--- src/rtl/imm_gen_pipe.sv ---
// Registered immediate generator for the ID->EX boundary: decodes the immediate,
// precomputes pc + imm, and decouples both sides with a one-entry skid buffer.
module imm_gen_pipe #(
    parameter int XLEN = 32
) (
    input  logic            clk_i,
    input  logic            rst_n_i,
    input  logic            flush_i,
    input  logic            in_valid_i,
    output logic            in_ready_o,
    input  logic [31:0]     inst_i,
    input  logic [2:0]      imm_sel_i,
    input  logic [XLEN-1:0] pc_i,
    output logic            out_valid_o,
    input  logic            out_ready_i,
    output logic [XLEN-1:0] imm_o,
    output logic [XLEN-1:0] target_o,
    output logic [XLEN-1:0] pc_o
);

    localparam int SHAMT_W = (XLEN == 32) ? 5 : 6;

    localparam logic [2:0] SEL_R       = 3'd0;
    localparam logic [2:0] SEL_I       = 3'd1;
    localparam logic [2:0] SEL_I_SHIFT = 3'd2;
    localparam logic [2:0] SEL_S       = 3'd3;
    localparam logic [2:0] SEL_B       = 3'd4;
    localparam logic [2:0] SEL_U       = 3'd5;
    localparam logic [2:0] SEL_J       = 3'd6;
    localparam logic [2:0] SEL_Z       = 3'd7;

    // Bit 1 is the ready flag and bit 0 the main-valid flag, so both handshake
    // outputs come straight from state flops with no decode logic.
    typedef enum logic [1:0] {
        EMPTY = 2'b10,
        FULL  = 2'b11,
        SKID  = 2'b01
    } state_t;

    state_t          state_q;
    state_t          state_d;
    logic            in_xfer;
    logic            out_xfer;
    logic            load_main_in;
    logic            load_main_skid;
    logic            load_skid;

    logic [XLEN-1:0] new_imm;
    logic [XLEN-1:0] new_target;
    logic [XLEN-1:0] main_imm;
    logic [XLEN-1:0] main_target;
    logic [XLEN-1:0] main_pc;
    logic [XLEN-1:0] skid_imm;
    logic [XLEN-1:0] skid_target;
    logic [XLEN-1:0] skid_pc;
    logic            unused_opcode;

    assign unused_opcode = ^inst_i[6:0];

    always_comb begin
        new_imm = '0;
        case (imm_sel_i)
            SEL_R:       new_imm = '0;
            SEL_I:       new_imm = XLEN'($signed(inst_i[31:20]));
            SEL_I_SHIFT: new_imm = XLEN'(inst_i[20 +: SHAMT_W]);
            SEL_S:       new_imm = XLEN'($signed({inst_i[31:25], inst_i[11:7]}));
            SEL_B:       new_imm = XLEN'($signed({inst_i[31], inst_i[7], inst_i[30:25],
                                                  inst_i[11:8], 1'b0}));
            SEL_U:       new_imm = XLEN'($signed({inst_i[31:12], 12'b0}));
            SEL_J:       new_imm = XLEN'($signed({inst_i[31], inst_i[19:12], inst_i[20],
                                                  inst_i[30:21], 1'b0}));
            SEL_Z:       new_imm = XLEN'(inst_i[19:15]);
            default:     new_imm = '0;
        endcase
    end

    assign new_target = pc_i + new_imm;

    assign in_ready_o  = state_q[1];
    assign out_valid_o = state_q[0];
    assign in_xfer     = in_valid_i & state_q[1];
    assign out_xfer    = state_q[0] & out_ready_i;

    always_comb begin
        state_d        = state_q;
        load_main_in   = 1'b0;
        load_main_skid = 1'b0;
        load_skid      = 1'b0;
        if (flush_i) begin
            state_d = EMPTY;
        end else begin
            case (state_q)
                EMPTY: begin
                    if (in_xfer) begin
                        load_main_in = 1'b1;
                        state_d      = FULL;
                    end
                end
                FULL: begin
                    if (in_xfer && out_xfer) begin
                        load_main_in = 1'b1;
                    end else if (out_xfer) begin
                        state_d = EMPTY;
                    end else if (in_xfer) begin
                        load_skid = 1'b1;
                        state_d   = SKID;
                    end
                end
                SKID: begin
                    if (out_xfer) begin
                        load_main_skid = 1'b1;
                        state_d        = FULL;
                    end
                end
                default: state_d = EMPTY;
            endcase
        end
    end

    // Payload registers only move on a load, so outputs hold while stalled or idle.
    always_ff @(posedge clk_i) begin
        if (!rst_n_i) begin
            state_q     <= EMPTY;
            main_imm    <= '0;
            main_target <= '0;
            main_pc     <= '0;
            skid_imm    <= '0;
            skid_target <= '0;
            skid_pc     <= '0;
        end else begin
            state_q <= state_d;
            if (load_main_in) begin
                main_imm    <= new_imm;
                main_target <= new_target;
                main_pc     <= pc_i;
            end else if (load_main_skid) begin
                main_imm    <= skid_imm;
                main_target <= skid_target;
                main_pc     <= skid_pc;
            end
            if (load_skid) begin
                skid_imm    <= new_imm;
                skid_target <= new_target;
                skid_pc     <= pc_i;
            end
        end
    end

    assign imm_o    = main_imm;
    assign target_o = main_target;
    assign pc_o     = main_pc;

endmodule

--- config.mk ---
export PLATFORM = sky130hd
export DESIGN_NAME = imm_gen_pipe
export DESIGN_NICKNAME = d
export VERILOG_FILES = /design/src/rtl/imm_gen_pipe.sv
export SDC_FILE = /design/constraint.sdc
export NUM_CORES = 1
export LEC_CHECK = 0
export CELL_PAD_IN_SITES_DETAIL_PLACEMENT = 0
export CELL_PAD_IN_SITES_GLOBAL_PLACEMENT = 2
export CORE_MARGIN = 2
export CORE_UTILIZATION = 32
export DETAILED_ROUTE_END_ITERATION = 12
export PLACE_DENSITY = 0.88
export SLEW_MARGIN = 20
export SYNTH_ARGS = -nofsm -noshare
export SYNTH_HDL_FRONTEND = slang
export SYNTH_SLANG_ARGS = --single-unit
--- constraint.sdc ---
create_clock -name clk_i -period 4.92 [get_ports clk_i]
set_clock_uncertainty 0.2 [all_clocks]
set_input_delay 1.476 -clock clk_i [delete_from_list [all_inputs] [get_ports clk_i]]
set_output_delay 1.476 -clock clk_i [all_outputs]
set_load 0.03 [all_outputs]
==> results of run 1 <==
-- worst max-delay path by stage --
stage / from / endpoint / slack (ns) / cells past startpoint
floorplan: imm_sel_i[2] / target_o[30] / 0.26 / 13
global placement: imm_sel_i[2] / target_o[22] / -0.49 / 16
detailed placement: imm_sel_i[2] / skid_target[25] / -0.53 / 15
CTS: imm_sel_i[2] / skid_target[24] / 0.002 / 15
global route: imm_sel_i[1] / skid_target[30] / -0.04 / 16
finish: imm_sel_i[2] / skid_target[14] / 0.1 / 15
-- per-stage QoR --
stage / area [sq um] / hold WS (ns) / worst slack (ns) / power [mW] / setup TNS [ns]
finish: 14100 / 0.256 / 0.0975 / 4.43 / 0
CTS: 14000 / 0.257 / 0.00191 / 4.44 / 0
global placement: 13300 / 0.241 / -0.488 / 2.92 / -13.47
floorplan: 10000 / 0.236 / 0.255 / 2.34 / 0
detailed placement: 13300 / 0.246 / -0.527 / 2.92 / -13.67
global route: 14100 / 0.269 / -0.0437 / 4.64 / -0.248
-- metal layers --
layer	wire, um	vias up	share of wire	global-route usage
met3	1440	20	0.044	0.0407
met5	13	-	0.00040	0
li1	-	4934	-	-
met4	330	2	0.010	0.0442
met2	15200	215	0.47	0.320
met1	15500	4622	0.48	0.270
-- power groups by stage --
stage / Clock [mW] / Sequential, mW / Combinational [mW]
floorplan: 0 / 1.84 / 0.499
global placement: 0 / 1.73 / 1.19
detailed placement: 0 / 1.73 / 1.19
CTS: 1.55 / 1.69 / 1.20
global route: 1.62 / 1.70 / 1.32
finish: 1.51 / 1.69 / 1.22
-- registers in the layout, summed over array words and instances, names as in the netlist --
name	count
state_q	2
skid_pc	32
target_o	32
pc_o	32
imm_o	32
skid_imm	32
skid_target	32
-- timing repair --
| action | 4_1_cts | 5_1_grt |
|---|---|---|
| endpoints found under the hold margin | 0 | 0 |
| resized for setup | 2 | 34 |
| pin swaps | 0 | 9 |
| setup buffers | 0 | 3 |
| endpoints found under the setup margin | 2 | 34 |
-- critical path: cells and delay by family --
kind	cells	cell delay, ns
and+or+nand+nor	2	0.18
buffers and inverters	4	0.98
adders and majority gates	1	0.33
xor gates and xnor gates	1	0.39
AOI/OAI and AO/OA	6	1.23
muxes	1	0.35
-- placed cells by master, fill, tap and decap left out, types with 4 or more instances in the layout --
| cell | instances |
|---|---|
| mux2i_1 | 69 |
| clkbuf_16 | 17 |
| and3_1 | 4 |
| o22ai_1 | 9 |
| ha_1 | 34 |
| xor2_1 | 12 |
| xnor2_1 | 15 |
| inv_1 | 24 |
| or3_1 | 4 |
| dfxtp_1 | 194 |
| a31oi_1 | 6 |
| nand2_1 | 147 |
| mux2_2 | 33 |
| nand3_1 | 16 |
| inv_8 | 4 |
| nand4_1 | 13 |
| a21o_1 | 23 |
| a211oi_1 | 93 |
| and2_1 | 10 |
| a21oi_1 | 132 |
| nor3_1 | 21 |
| o211ai_1 | 5 |
| o21bai_1 | 4 |
| clkinv_8 | 4 |
| nor2_1 | 145 |
| clkdlybuf4s50_1 | 162 |
| a221oi_1 | 5 |
| o21ai_0 | 38 |
| a21oi_2 | 8 |
| o21ai_1 | 5 |
| buf_4 | 191 |
-- layout make-up --
type | count | area [sq um] | share of cell area
multi-input cells | 911 | 5860 | 0.416
flip-flops and latches | 194 | 3880 | 0.275
repair buffers | 357 | 3120 | 0.221
well taps | 396 | 495 | 0.0351
clock buffers | 17 | 425 | 0.0302
clock inverters | 15 | 214 | 0.0152
inverters | 26 | 100 | 0.00710
-- logic make-up after synthesis --
logic type	count (synthesis)	share of synthesized area
AOI/OAI and AO/OA	365	0.233
muxes	102	0.106
buffers and inverters	115	0.0440
DFF	194	0.387
and+or+nand+nor	380	0.160
adders and majority gates	36	0.0456
xor gates and xnor gates	28	0.0244
==> out/results.txt, run 1 <==
Net Sw Frac -> 0.322
Reg2Reg Depth -> 6
Core Util, Final -> 0.459
Sequential group share of total power -> 0.383
Final wirelength -> 32,500 um
Avg Inst Size Synth -> 8.23 sq um
Clock network fraction of total power -> 0.341
Core area -> 30,700 sq um
Synth-to-Final Area Change -> 40.5%
Setup-failing EPs final -> 0
Ys flop type -> dfxtp_1
Die width -> 181 um
Vias -> 9,793
Starting Density -> 0.326
YS warnings -> 0
First-pass GRT wire length -> 51,200 um
Number of synthesized flops with an enable pin -> 0
Hpwl dp -> 23,500 um
Commonest cells in the netlist -> dfxtp_1 (194), nand2_1 (147), nor2_1 (146)
Status -> finished clean
Critical R2R Launch -> state_q[0]
Layout Nets -> 1,615
Root Buffer -> clkbuf_16
Worst Hold End -> skid_pc[26]
Bufs on Longest Clock Path -> 2
Comb pwr share -> 0.276
Max Transition Viols Final -> 0
Syn Inst Count -> 1,220
Max Fclk -> 207 MHz
Hold_buf cts -> 0
First-pass detailed-route iteration total -> 5
Post-DR vias/cell -> 5.11
Syn Nets -> 1,328
Crit start category -> primary input
Die area -> 32,800 sq um
Post-layout min period -> 4.82 ns
Worst slew margin -> 0.416
Hold Path Stages -> 2
DR iter-0 viols -> 591
Worst path cell trace -> clkdlybuf4s50_1, buf_4, mux2_2, a221oi_2, nor2_1, ha_1, a21o_1, a21oi_2, a21oi_4, o311ai_4, buf_4, nand2_1, buf_4, xnor2_1, o21ai_0
Crit Path Max Fanout -> 9
Placed Instances -> 1,882
WL/cell -> 17.0 um
RePlAce Congestion -> 0.887
CTS sink count -> 194
CTS tree -> done
Die Y -> 181 um
Mapped cell area -> 10,000 sq um
Crit path kind -> in -> reg
Slowest stage delay, CP -> 0.51 ns
Worst vdd ir -> 0.239 mV
Slowest CP cell -> clkdlybuf4s50_1
Share of post-route cells with drive strength above 1 -> 0.197
Reg clk slew, reported paths -> 0.08 ns
Fin. Hold Viols -> 0
HP Start -> skid_pc[26]
Io pins -> 170
Worst hold path class -> reg -> reg
Most common cell in the netlist -> dfxtp_1
Synth area leaders -> dfxtp_1 (39%), a211oi_1 (7.0%), a21oi_1 (6.9%)
Synth cell types -> 60
Leak Pwr -> 6.03 nW
Worst-Margin Slew -> 0.876 ns
Largest net degree at the start of global routing -> 97
H-tree levels -> 4
Post-route clock period utilization -> 0.980
Synthesis-stage register bit count -> 194
Most Frequent Cell on Critical Path -> buf_4
CP endpoint kind -> flip-flop
Total CTS buffers -> 17
PwrDens -> 314 nW/um^2
Maxcap violations -> 0
Diodes inserted -> 0
Antenna violations before repair -> 1
GRT Total Usage -> 0.197
Yosys top cell by area -> dfxtp_1
Worst-skew pair later-pin latency -> 0.45 ns
Internal power -> 3.00 mW
Sw Pwr -> 1.43 mW
Seq/Total Area, Yosys -> 0.387
Via count of the first global-routing pass -> 9,082
CP Data Arrival Time -> 4.94 ns
Port bufs -> 162
Reg-to-reg slack, setup -> 2.33 ns
FF-to-FF End -> imm_o[31]
Rows -> 64
Synth top area share -> 0.387
Post-route ant nets -> 0
Asr flop ratio synth -> 0
CP Data Required Time -> 5.04 ns
Fillers -> 3,094
Total grt overflow -> 0
Final routed DRC violation total -> 0
Final std cells w/o fill -> 1,916
Power figures use the tool's default switching activity.
==> run 2: changes to the inputs <==
--- a/config.mk
+++ b/config.mk
@@ -5,9 +5,10 @@
 export SDC_FILE = /design/constraint.sdc
 export NUM_CORES = 1
 export LEC_CHECK = 0
+export CAP_MARGIN = 30
 export CELL_PAD_IN_SITES_DETAIL_PLACEMENT = 0
 export CELL_PAD_IN_SITES_GLOBAL_PLACEMENT = 2
-export CORE_MARGIN = 2
+export CORE_MARGIN = 5
 export CORE_UTILIZATION = 32
 export DETAILED_ROUTE_END_ITERATION = 12
 export PLACE_DENSITY = 0.88
==> out/results.txt, run 2 (synthesis results as in run 1) <==
Via count of the first global-routing pass -> 9,330 (was 9,082)
Io pins -> 170 (unchanged)
CP endpoint kind -> flip-flop (unchanged)
Rows -> 64 (unchanged)
Post-layout min period -> 4.75 ns (was 4.82 ns)
Die Y -> 187 um (was 181 um)
Post-route ant nets -> 0 (unchanged)
Hold Path Stages -> 2 (unchanged)
Setup-failing EPs final -> 0 (unchanged)
Final wirelength -> 32,500 um (about the same)
Slowest stage delay, CP -> 0.48 ns (was 0.51 ns)
Layout Nets -> 1,623 (was 1,615)
First-pass GRT wire length -> 51,700 um (was 51,200 um)
Most common cell after layout, fill and taps aside -> buf_4 (was dfxtp_1)
Reg clk slew, reported paths -> 0.08 ns (about the same)
Post-DR vias/cell -> 5.06 (was 5.11)
Maxcap violations -> 0 (unchanged)
Starting Density -> 0.326 (unchanged)
Most Frequent Cell on Critical Path -> buf_4 (unchanged)
Die width -> 187 um (was 181 um)
Crit Path Max Fanout -> 3 (was 9)
Worst path cell trace -> clkdlybuf4s50_1, mux2_2, a221oi_1, nor2_1, buf_4, ha_1, nor2b_2, o2111ai_2, a21oi_2, buf_4, o311ai_4, a211oi_2, buf_4, or4_4, o211ai_2, a21oi_1 (was clkdlybuf4s50_1, buf_4, mux2_2, a221oi_2, nor2_1, ha_1, a21o_1, a21oi_2, a21oi_4, o311ai_4, buf_4, nand2_1, buf_4, xnor2_1, o21ai_0)
Cell family with most CP delay -> compound AO/OA/AOI/OAI gates (unchanged)
Final worst setup slack -> 0.170 ns (was 0.0975 ns)
Total grt overflow -> 0 (unchanged)
CP Data Required Time -> 5.03 ns (was 5.04 ns)
Vias -> 9,743 (was 9,793)
Total CTS buffers -> 17 (unchanged)
Max Transition Viols Final -> 0 (unchanged)
GRT Total Usage -> 0.181 (was 0.197)
Worst vdd ir -> 0.234 mV (was 0.239 mV)
CTS tree -> done (unchanged)
Total power -> 4.27 mW (was 4.43 mW)
Worst hold path class -> reg -> reg (unchanged)
Most frequent cells in the layout -> buf_4 (199), dfxtp_1 (194), clkdlybuf4s50_1 (160) (was dfxtp_1 (194), buf_4 (191), clkdlybuf4s50_1 (162))
H-tree levels -> 4 (unchanged)
Multi-input gate area -> 5770 sq um (was 5860 sq um)
Root Buffer -> clkbuf_16 (unchanged)
Die area -> 35,000 sq um (was 32,800 sq um)
Hpwl dp -> 24,200 um (was 23,500 um)
PwrDens -> 305 nW/um^2 (was 314 nW/um^2)
Critical path depth -> 16 (was 15)
Port bufs -> 162 (unchanged)
Largest net degree at the start of global routing -> 86 (was 97)
Crit start category -> primary input (unchanged)
Synth-to-Final Area Change -> 39.7% (was 40.5%)
Fin. Hold Viols -> 0 (unchanged)
Worst-Margin Slew -> 0.813 ns (was 0.876 ns)
Hold_buf cts -> 0 (unchanged)
Share of post-route cells with drive strength above 1 -> 0.189 (was 0.197)
Reg2Reg Depth -> 6 (unchanged)
CP Data Arrival Time -> 4.86 ns (was 4.94 ns)
Final routed DRC violation total -> 0 (unchanged)
Max Fclk -> 211 MHz (was 207 MHz)
First-pass detailed-route iteration total -> 5 (unchanged)
FF/Latch Area -> 3880 sq um (unchanged)
Core area -> 30,700 sq um (unchanged)
Worst slew margin -> 0.458 (was 0.416)
Fillers -> 3,070 (was 3,094)
RePlAce Congestion -> 0.881 (was 0.887)
Status -> finished clean (unchanged)
Diodes inserted -> 0 (unchanged)
Reg-to-reg slack, setup -> 2.26 ns (was 2.33 ns)
Post-route clock period utilization -> 0.965 (was 0.980)
Crit path kind -> in -> reg (unchanged)
Bufs on Longest Clock Path -> 2 (unchanged)
WL/cell -> 16.9 um (was 17.0 um)
DR iter-0 viols -> 632 (was 591)
CTS sink count -> 194 (unchanged)
Leak Pwr -> 6.02 nW (was 6.03 nW)
Antenna violations before repair -> 0 (was 1)
Setup WS pre-CTS -> -0.608 ns (was -0.527 ns)
Crit path buf inv count -> 4 (unchanged)
Slowest CP cell -> or4_4 (was clkdlybuf4s50_1)
Worst-skew pair later-pin latency -> 0.43 ns (was 0.45 ns)
==> run 2: cell count changes in the layout (fill, tap and decap cells not counted), moves of 2 or more <==
cell	change
bufinv_16	-2
clkinvlp_4	+4
a221oi_2	-2
a221oi_1	+2
a21oi_2	-5
clkdlybuf4s50_1	-2
a21oi_1	+6
buf_4	+8
clkinv_8	-2
==> run 2: worst register-to-register path, delay by kind of cell, from the launching register on <==
| kind | cells | cell delay (ns) |
|---|---|---|
| buffers and inverters | 2 | 0.71 |
| adder cells (fa/ha/maj) | 1 | 0.22 |
| AND/OR/NAND/NOR | 1 | 0.62 |
| flip-flops | 1 | 0.47 |
| AO/OA/AOI/OAI | 1 | 0.23 |
| multiplexers | 1 | 0.14 |
==> run 2: final timing paths <==
kind	end	from
max	target_o[30]	inst_i[17]
min	skid_target[7]	skid_target[7]
max reg2reg	pc_o[22]	state_q[0]
min reg2reg	skid_target[7]	skid_target[7]
==> run 2: timing repair <==
action	in CTS	in global routing
resized for setup	3	8
endpoints found under the setup margin	19	35
pin swaps	2	7
setup buffers	2	1
==> run 2: report_power, final <==
group	leakage, nW	switching (mW)	total [mW]	internal [mW]
registers	1.58	0.0467	1.69	1.65
logic	4.18	0.651	1.21	0.563
clock network	0.265	0.689	1.36	0.674
total	6.02	1.39	4.27	2.88
==> run 2: per-stage QoR <==
step	util	area, sq um	TNS (ns)	hold WS [ns]	cells
2_1_floorplan	-	10000	0	0.236	1220
3_3_place_gp	0.435	13400	-15.48	0.242	1888
3_5_place_dp	0.435	13400	-17.78	0.246	1888
4_1_cts	0.454	14000	0	0.257	1922
5_1_grt	0.456	14000	-0.0169	0.278	1924
6_report	0.456	14000	0	0.255	1924
==> run 2: cell type report <==
cell class              instances  area share
clock inverters                14     0.00999
multi-input cells             911       0.411
well taps                     396      0.0353
inverters                      26     0.00714
flip-flops and latches        194       0.277
clock buffers                  18      0.0306
repair buffers                365       0.229
==> run 2: layer usage <==
layer / vias to the layer above / part of all wire / track usage
li1: 4937 / - / -
met2: 247 / 0.46 / 0.290
met1: 4536 / 0.48 / 0.253
met4: 0 / 0.013 / 0.0401
met3: 23 / 0.053 / 0.0370
met5: - / 0 / 0
